<file path="src/rtl/cpu_imm_gen_unit.sv">
// Pipelined RV32 immediate generator: decodes the immediate format from the
// instruction word, extends it to DATA_WIDTH and returns it one cycle later
// through a valid/ready output register backed by a single skid register.
module cpu_imm_gen_unit #(
  parameter int unsigned DATA_WIDTH = 32,
  parameter int unsigned TAG_WIDTH  = 32
) (
  input  logic                  clk,
  input  logic                  rst_n,
  input  logic                  flush,
  input  logic                  in_valid,
  output logic                  in_ready,
  input  logic [31:0]           in_instr,
  input  logic [TAG_WIDTH-1:0]  in_tag,
  output logic                  out_valid,
  input  logic                  out_ready,
  output logic [DATA_WIDTH-1:0] out_imm,
  output logic [2:0]            out_fmt,
  output logic                  out_illegal,
  output logic [TAG_WIDTH-1:0]  out_tag
);

  localparam logic [2:0] FMT_I     = 3'd0;
  localparam logic [2:0] FMT_S     = 3'd1;
  localparam logic [2:0] FMT_B     = 3'd2;
  localparam logic [2:0] FMT_J     = 3'd3;
  localparam logic [2:0] FMT_U     = 3'd4;
  localparam logic [2:0] FMT_SHAMT = 3'd5;
  localparam logic [2:0] FMT_ZIMM  = 3'd6;
  localparam logic [2:0] FMT_NONE  = 3'd7;

  logic [6:0]            w_opcode;
  logic [2:0]            w_funct3;
  logic [2:0]            w_fmt;
  logic                  w_illegal;
  logic [DATA_WIDTH-1:0] w_imm;
  logic                  w_accept;
  logic                  w_out_free;

  logic                  r_out_valid;
  logic [DATA_WIDTH-1:0] r_out_imm;
  logic [2:0]            r_out_fmt;
  logic                  r_out_illegal;
  logic [TAG_WIDTH-1:0]  r_out_tag;

  logic                  r_skid_valid;
  logic [DATA_WIDTH-1:0] r_skid_imm;
  logic [2:0]            r_skid_fmt;
  logic                  r_skid_illegal;
  logic [TAG_WIDTH-1:0]  r_skid_tag;

  assign w_opcode = in_instr[6:0];
  assign w_funct3 = in_instr[14:12];

  // Format decode from opcode and funct3
  always_comb begin
    w_fmt     = FMT_NONE;
    w_illegal = 1'b0;
    case (w_opcode)
      7'b0000011, 7'b1100111, 7'b0001111: w_fmt = FMT_I;
      7'b0010011: w_fmt = (w_funct3 == 3'b001 || w_funct3 == 3'b101) ? FMT_SHAMT : FMT_I;
      7'b0100011: w_fmt = FMT_S;
      7'b1100011: w_fmt = FMT_B;
      7'b1101111: w_fmt = FMT_J;
      7'b0110111, 7'b0010111: w_fmt = FMT_U;
      7'b1110011: w_fmt = w_funct3[2] ? FMT_ZIMM : FMT_I;
      default: begin
        w_fmt     = FMT_NONE;
        w_illegal = 1'b1;
      end
    endcase
  end

  // Immediate extraction and extension for the decoded format
  always_comb begin
    w_imm = '0;
    case (w_fmt)
      FMT_I: w_imm = {{(DATA_WIDTH-12){in_instr[31]}}, in_instr[31:20]};
      FMT_S: w_imm = {{(DATA_WIDTH-12){in_instr[31]}}, in_instr[31:25], in_instr[11:7]};
      FMT_B: w_imm = {{(DATA_WIDTH-13){in_instr[31]}}, in_instr[31], in_instr[7],
                      in_instr[30:25], in_instr[11:8], 1'b0};
      FMT_J: w_imm = {{(DATA_WIDTH-21){in_instr[31]}}, in_instr[31], in_instr[19:12],
                      in_instr[20], in_instr[30:21], 1'b0};
      FMT_U: w_imm = {{(DATA_WIDTH-32){in_instr[31]}}, in_instr[31:12], 12'b0};
      FMT_SHAMT: w_imm = (DATA_WIDTH == 64) ? DATA_WIDTH'(in_instr[25:20])
                                            : DATA_WIDTH'(in_instr[24:20]);
      FMT_ZIMM: w_imm = DATA_WIDTH'(in_instr[19:15]);
      default:  w_imm = '0;
    endcase
  end

  // Skid register empty means a new instruction can always be absorbed
  assign in_ready   = ~r_skid_valid;
  assign w_accept   = in_valid & in_ready;
  assign w_out_free = ~r_out_valid | out_ready;

  // Output register: refilled from skid first (FIFO order), else from input
  always_ff @(posedge clk or negedge rst_n) begin
    if (!rst_n) begin
      r_out_valid   <= 1'b0;
      r_out_imm     <= '0;
      r_out_fmt     <= FMT_NONE;
      r_out_illegal <= 1'b0;
      r_out_tag     <= '0;
    end else if (flush) begin
      r_out_valid <= 1'b0;
    end else if (w_out_free) begin
      if (r_skid_valid) begin
        r_out_valid   <= 1'b1;
        r_out_imm     <= r_skid_imm;
        r_out_fmt     <= r_skid_fmt;
        r_out_illegal <= r_skid_illegal;
        r_out_tag     <= r_skid_tag;
      end else if (w_accept) begin
        r_out_valid   <= 1'b1;
        r_out_imm     <= w_imm;
        r_out_fmt     <= w_fmt;
        r_out_illegal <= w_illegal;
        r_out_tag     <= in_tag;
      end else begin
        r_out_valid <= 1'b0;
      end
    end
  end

  // Skid register: captures an accept while the output register is held
  always_ff @(posedge clk or negedge rst_n) begin
    if (!rst_n) begin
      r_skid_valid   <= 1'b0;
      r_skid_imm     <= '0;
      r_skid_fmt     <= FMT_NONE;
      r_skid_illegal <= 1'b0;
      r_skid_tag     <= '0;
    end else if (flush) begin
      r_skid_valid <= 1'b0;
    end else if (w_out_free) begin
      r_skid_valid <= 1'b0;
    end else if (w_accept) begin
      r_skid_valid   <= 1'b1;
      r_skid_imm     <= w_imm;
      r_skid_fmt     <= w_fmt;
      r_skid_illegal <= w_illegal;
      r_skid_tag     <= in_tag;
    end
  end

  assign out_valid   = r_out_valid;
  assign out_imm     = r_out_imm;
  assign out_fmt     = r_out_fmt;
  assign out_illegal = r_out_illegal;
  assign out_tag     = r_out_tag;

endmodule

</file>
<file path="config.mk">
export PLATFORM = sky130hd
export DESIGN_NAME = cpu_imm_gen_unit
export DESIGN_NICKNAME = d
export VERILOG_FILES = /design/src/rtl/cpu_imm_gen_unit.sv
export SDC_FILE = /design/constraint.sdc
export NUM_CORES = 1
export LEC_CHECK = 0
export ABC_AREA = 1
export CAP_MARGIN = 15
export CORE_MARGIN = 4
export CORE_UTILIZATION = 40
export DETAILED_ROUTE_END_ITERATION = 10
export PLACE_DENSITY = 0.68
export SETUP_SLACK_MARGIN = 0.1
export SLEW_MARGIN = 20
export SYNTH_ARGS = -nofsm -noshare
export SYNTH_HDL_FRONTEND = slang
export SYNTH_SLANG_ARGS = --single-unit
</file>
<file path="constraint.sdc">
create_clock -name clk -period 1.6 [get_ports clk]
set_input_delay 0.16 -clock clk [delete_from_list [all_inputs] [get_ports clk]]
set_output_delay 0.16 -clock clk [all_outputs]
set_load 0.005 [all_outputs]
</file>
==> run_results.csv <==
group,metric,value,unit
outcome,status,"finished, final reports clean",
clocking,clkTransAtPathRegs,60,ps
logic_synthesis,postSynthCellCount,801,
clocking,clkLatencyLatePin,420,ps
grt,grt_antenna_before_repair,0,
detailed_routing,via_count,5802,
detailed_routing,dr.pass1.iters,5,
sta,timing.final.crit_period,1459,ps
sta,setup_violations,0,
logic_synthesis,yosys_register_bits,138,
placed_design,hpwl,11.54,mm
worst_setup_path,critPathArrivalTime,1300,ps
grt,grt_pass1_wl,27.41,mm
power_and_ir_drop,peakVddDrop,0.7846,mV
sta,hold_viol_final,0,
sta,skew,9.054,ps
finish,mostFrequentLayoutCell,"nand2_1",
finish,fillCellCount,1518,
logic_synthesis,synth_top_area_cell,"dfrtp_1",
detailed_routing,drc,0,
clocking,cts_root_buf,"clkbuf_16",
logic_synthesis,synth_nets,870,
logic_synthesis,syn-mean-instance-area,8.087,um^2
worst_setup_path,worst_path_largest_cell_delay,540,ps
sta,clock.fmax,0.6852,GHz
placed_design,place_congestion,0.8362,
finish,layout-drive-gt1-share,13.15,%
worst_setup_path,cpLargestDelayFamily,"buffers and inverters",
logic_synthesis,synthFlopType,"dfrtp_1",
sta,relSlewSlack,71.59,%
worst_setup_path,end_kind,"primary output",
worst_setup_path,required,1440,ps
clocking,htreeDepth,4,
logic_synthesis,ys_async_sr_fraction,100.0,%
logic_synthesis,synth_edf_count,0,
worst_setup_path,cp-start-kind,"flip-flop",
floorplan,rows,46,
run,maxCapViolCount,0,
detailed_routing,viasPerCell,4.847,
detailed_routing,routedWlPerCell,14.36,um
power_and_ir_drop,p_per_area,1093,nW/um^2
sta,rsz0062_at_grt,"true",
floorplan,initial_core_util,40.78,%
logic_synthesis,yosysTopAreaCellShare,50.99,%
power_and_ir_drop,power,9.989,mW
worst_setup_path,timing_worst_setup_path_type,"flip-flop to primary output",
floorplan,die-area,18290,um^2
logic_synthesis,synth_cell_types,33,
finish,fin_nets,1038,
hold_path,hold_path_class,"primary input to async pin",
finish,fin_util,57.51,%
grt,gr-total-overflow,0,
placed_design,place_ws,-511.9,ps
power_and_ir_drop,p_leak,4.711,nW
grt,grt_max_degree,65,
floorplan,coreArea,15890,um^2
sta,holdWs,234.0,ps
floorplan,die_x,135.3,um
sta,tightest_slew,426.2,ps
worst_setup_path,cp_max_fo,2,
logic_synthesis,syn_area,6477,um^2
detailed_routing,drt_iter0_drc,436,
clocking,cts_max_path_buffers,2,
clocking,cts_tree,"done",
detailed_routing,routed_wl,17.19,mm
placed_design,portBuffers,138,
detailed_routing,ant_nets,0,
grt,grt_usage,18.81,%
logic_synthesis,yosys_warnings,0,
sta,worst_slack,140.6,ps
sta,finalSetupTns,0,ps
finish,final_cell_mix,"246 x nand2_1, 132 x dfrtp_1, 127 x o21ai_0, 114 x clkdlybuf4s50_1, 68 x inv_1",
worst_setup_path,path_cells,"clkdlybuf4s50_1",
logic_synthesis,seq_area_frac_synth,53.43,%
sta,fin_crit_sh,91.21,%
clocking,cts_sinks,138,
sta,drv_slew,0,
worst_setup_path,crit_slowest_cell,"clkdlybuf4s50_1",
floorplan,io_pins,139,
worst_setup_path,cp_num_buf_inv,1,
finish,syn2layout_area_growth,41.05,%
grt,grt_pass1_vias,5403,
clocking,cts_buffers,17,
finish,antenna_cells,0,
floorplan,die_h,135.3,um
logic_synthesis,synth_area_leaders,"dfrtp_1 51%, nand2_1 15%, o21ai_0 10%, inv_1 4.1%, nor2_1 3.4%",
registers in the layout, summed over array words and instances (netlist names):
signal,cells
r_skid_illegal,1
out_valid,1
out_illegal,1
r_skid_fmt,3
out_imm,32
out_tag,32
r_skid_imm,32
r_skid_tag,32
out_fmt,3
r_skid_valid,1
power by group:
group          internal [mW]  switching [mW]  leakage [nW]
combinational          0.967           0.815          2.69
sequential              4.17           0.313          1.75
clock                   2.29            1.43         0.269
total                   7.43            2.56          4.71
kinds of logic (layout without fill, tap and decap cells):
group	after synthesis	count (layout)	synth area share [%]
buffers and inverters	118	296	8.074
AO/OA/AOI/OAI	195	195	16.19
flip-flops	138	138	53.43
AND/OR/NAND/NOR	350	352	22.31
cell usage after synthesis, types with 7 or more instances:
library cell / number
a21oi_1: 21
a31oi_1: 12
buf_2: 7
clkbuf_1: 28
dfrtp_1: 132
inv_1: 71
nand2_1: 251
nand3_1: 19
nor2_1: 58
o21ai_0: 132
o21ai_1: 12
repair_timing:
action	CTS	global route
pin swaps	10	8
resized for setup	33	37
buffers inserted	3	5
hold buffers	1	0
hold endpoints to repair	39	0
setup endpoints to repair	73	123
gates cloned	1	3
worst paths after layout:
kind | from | endpoint | depth (start not counted) | slack, ps
setup reg to reg | r_skid_valid$_DFFE_PN0P_ | out_imm[27]$_DFFE_PN0P_ | 6 | 180
max in group asynchronous | rst_n | r_skid_fmt[1]$_DFFE_PN1P_ | 3 | 760
setup / recovery | out_tag[22]$_DFFE_PN0P_ | out_tag[22] | 1 | 140
hold / removal | rst_n | out_imm[27]$_DFFE_PN0P_ | 2 | 230
hold reg to reg | out_tag[10]$_DFFE_PN0P_ | out_tag[10]$_DFFE_PN0P_ | 2 | 480
min in group clk | in_tag[16] | r_skid_tag[16]$_DFFE_PN0P_ | 3 | 320
per-layer routing:
layer | vias up | part of all wire (%) | global-route usage (%)
li1 | 2929 | - | -
met1 | 2679 | 47 | 27.20
met2 | 168 | 46 | 28.35
met3 | 26 | 5.2 | 4.012
met4 | 0 | 1.9 | 6.103
met5 | - | 0 | 0
layout make-up:
type                    count  area, um^2  share of cell area (%)
clock inverters             6       63.81                  0.6984
clock buffers              25       495.5                   5.423
well taps                 216       270.3                   2.958
inverters                  73       279.0                   3.054
repair buffers            192        1929                   21.12
flip-flops and latches    138        3461                   37.88
multi-input cells         547        2638                   28.87
stage by stage:
stage	area, um^2	instances
detailed placement	8292	1153
floorplan	6480	801
global placement	8292	1153
finish	9136	1197
CTS	8940	1189
global route	9136	1197
Power figures use the tool's default switching activity.
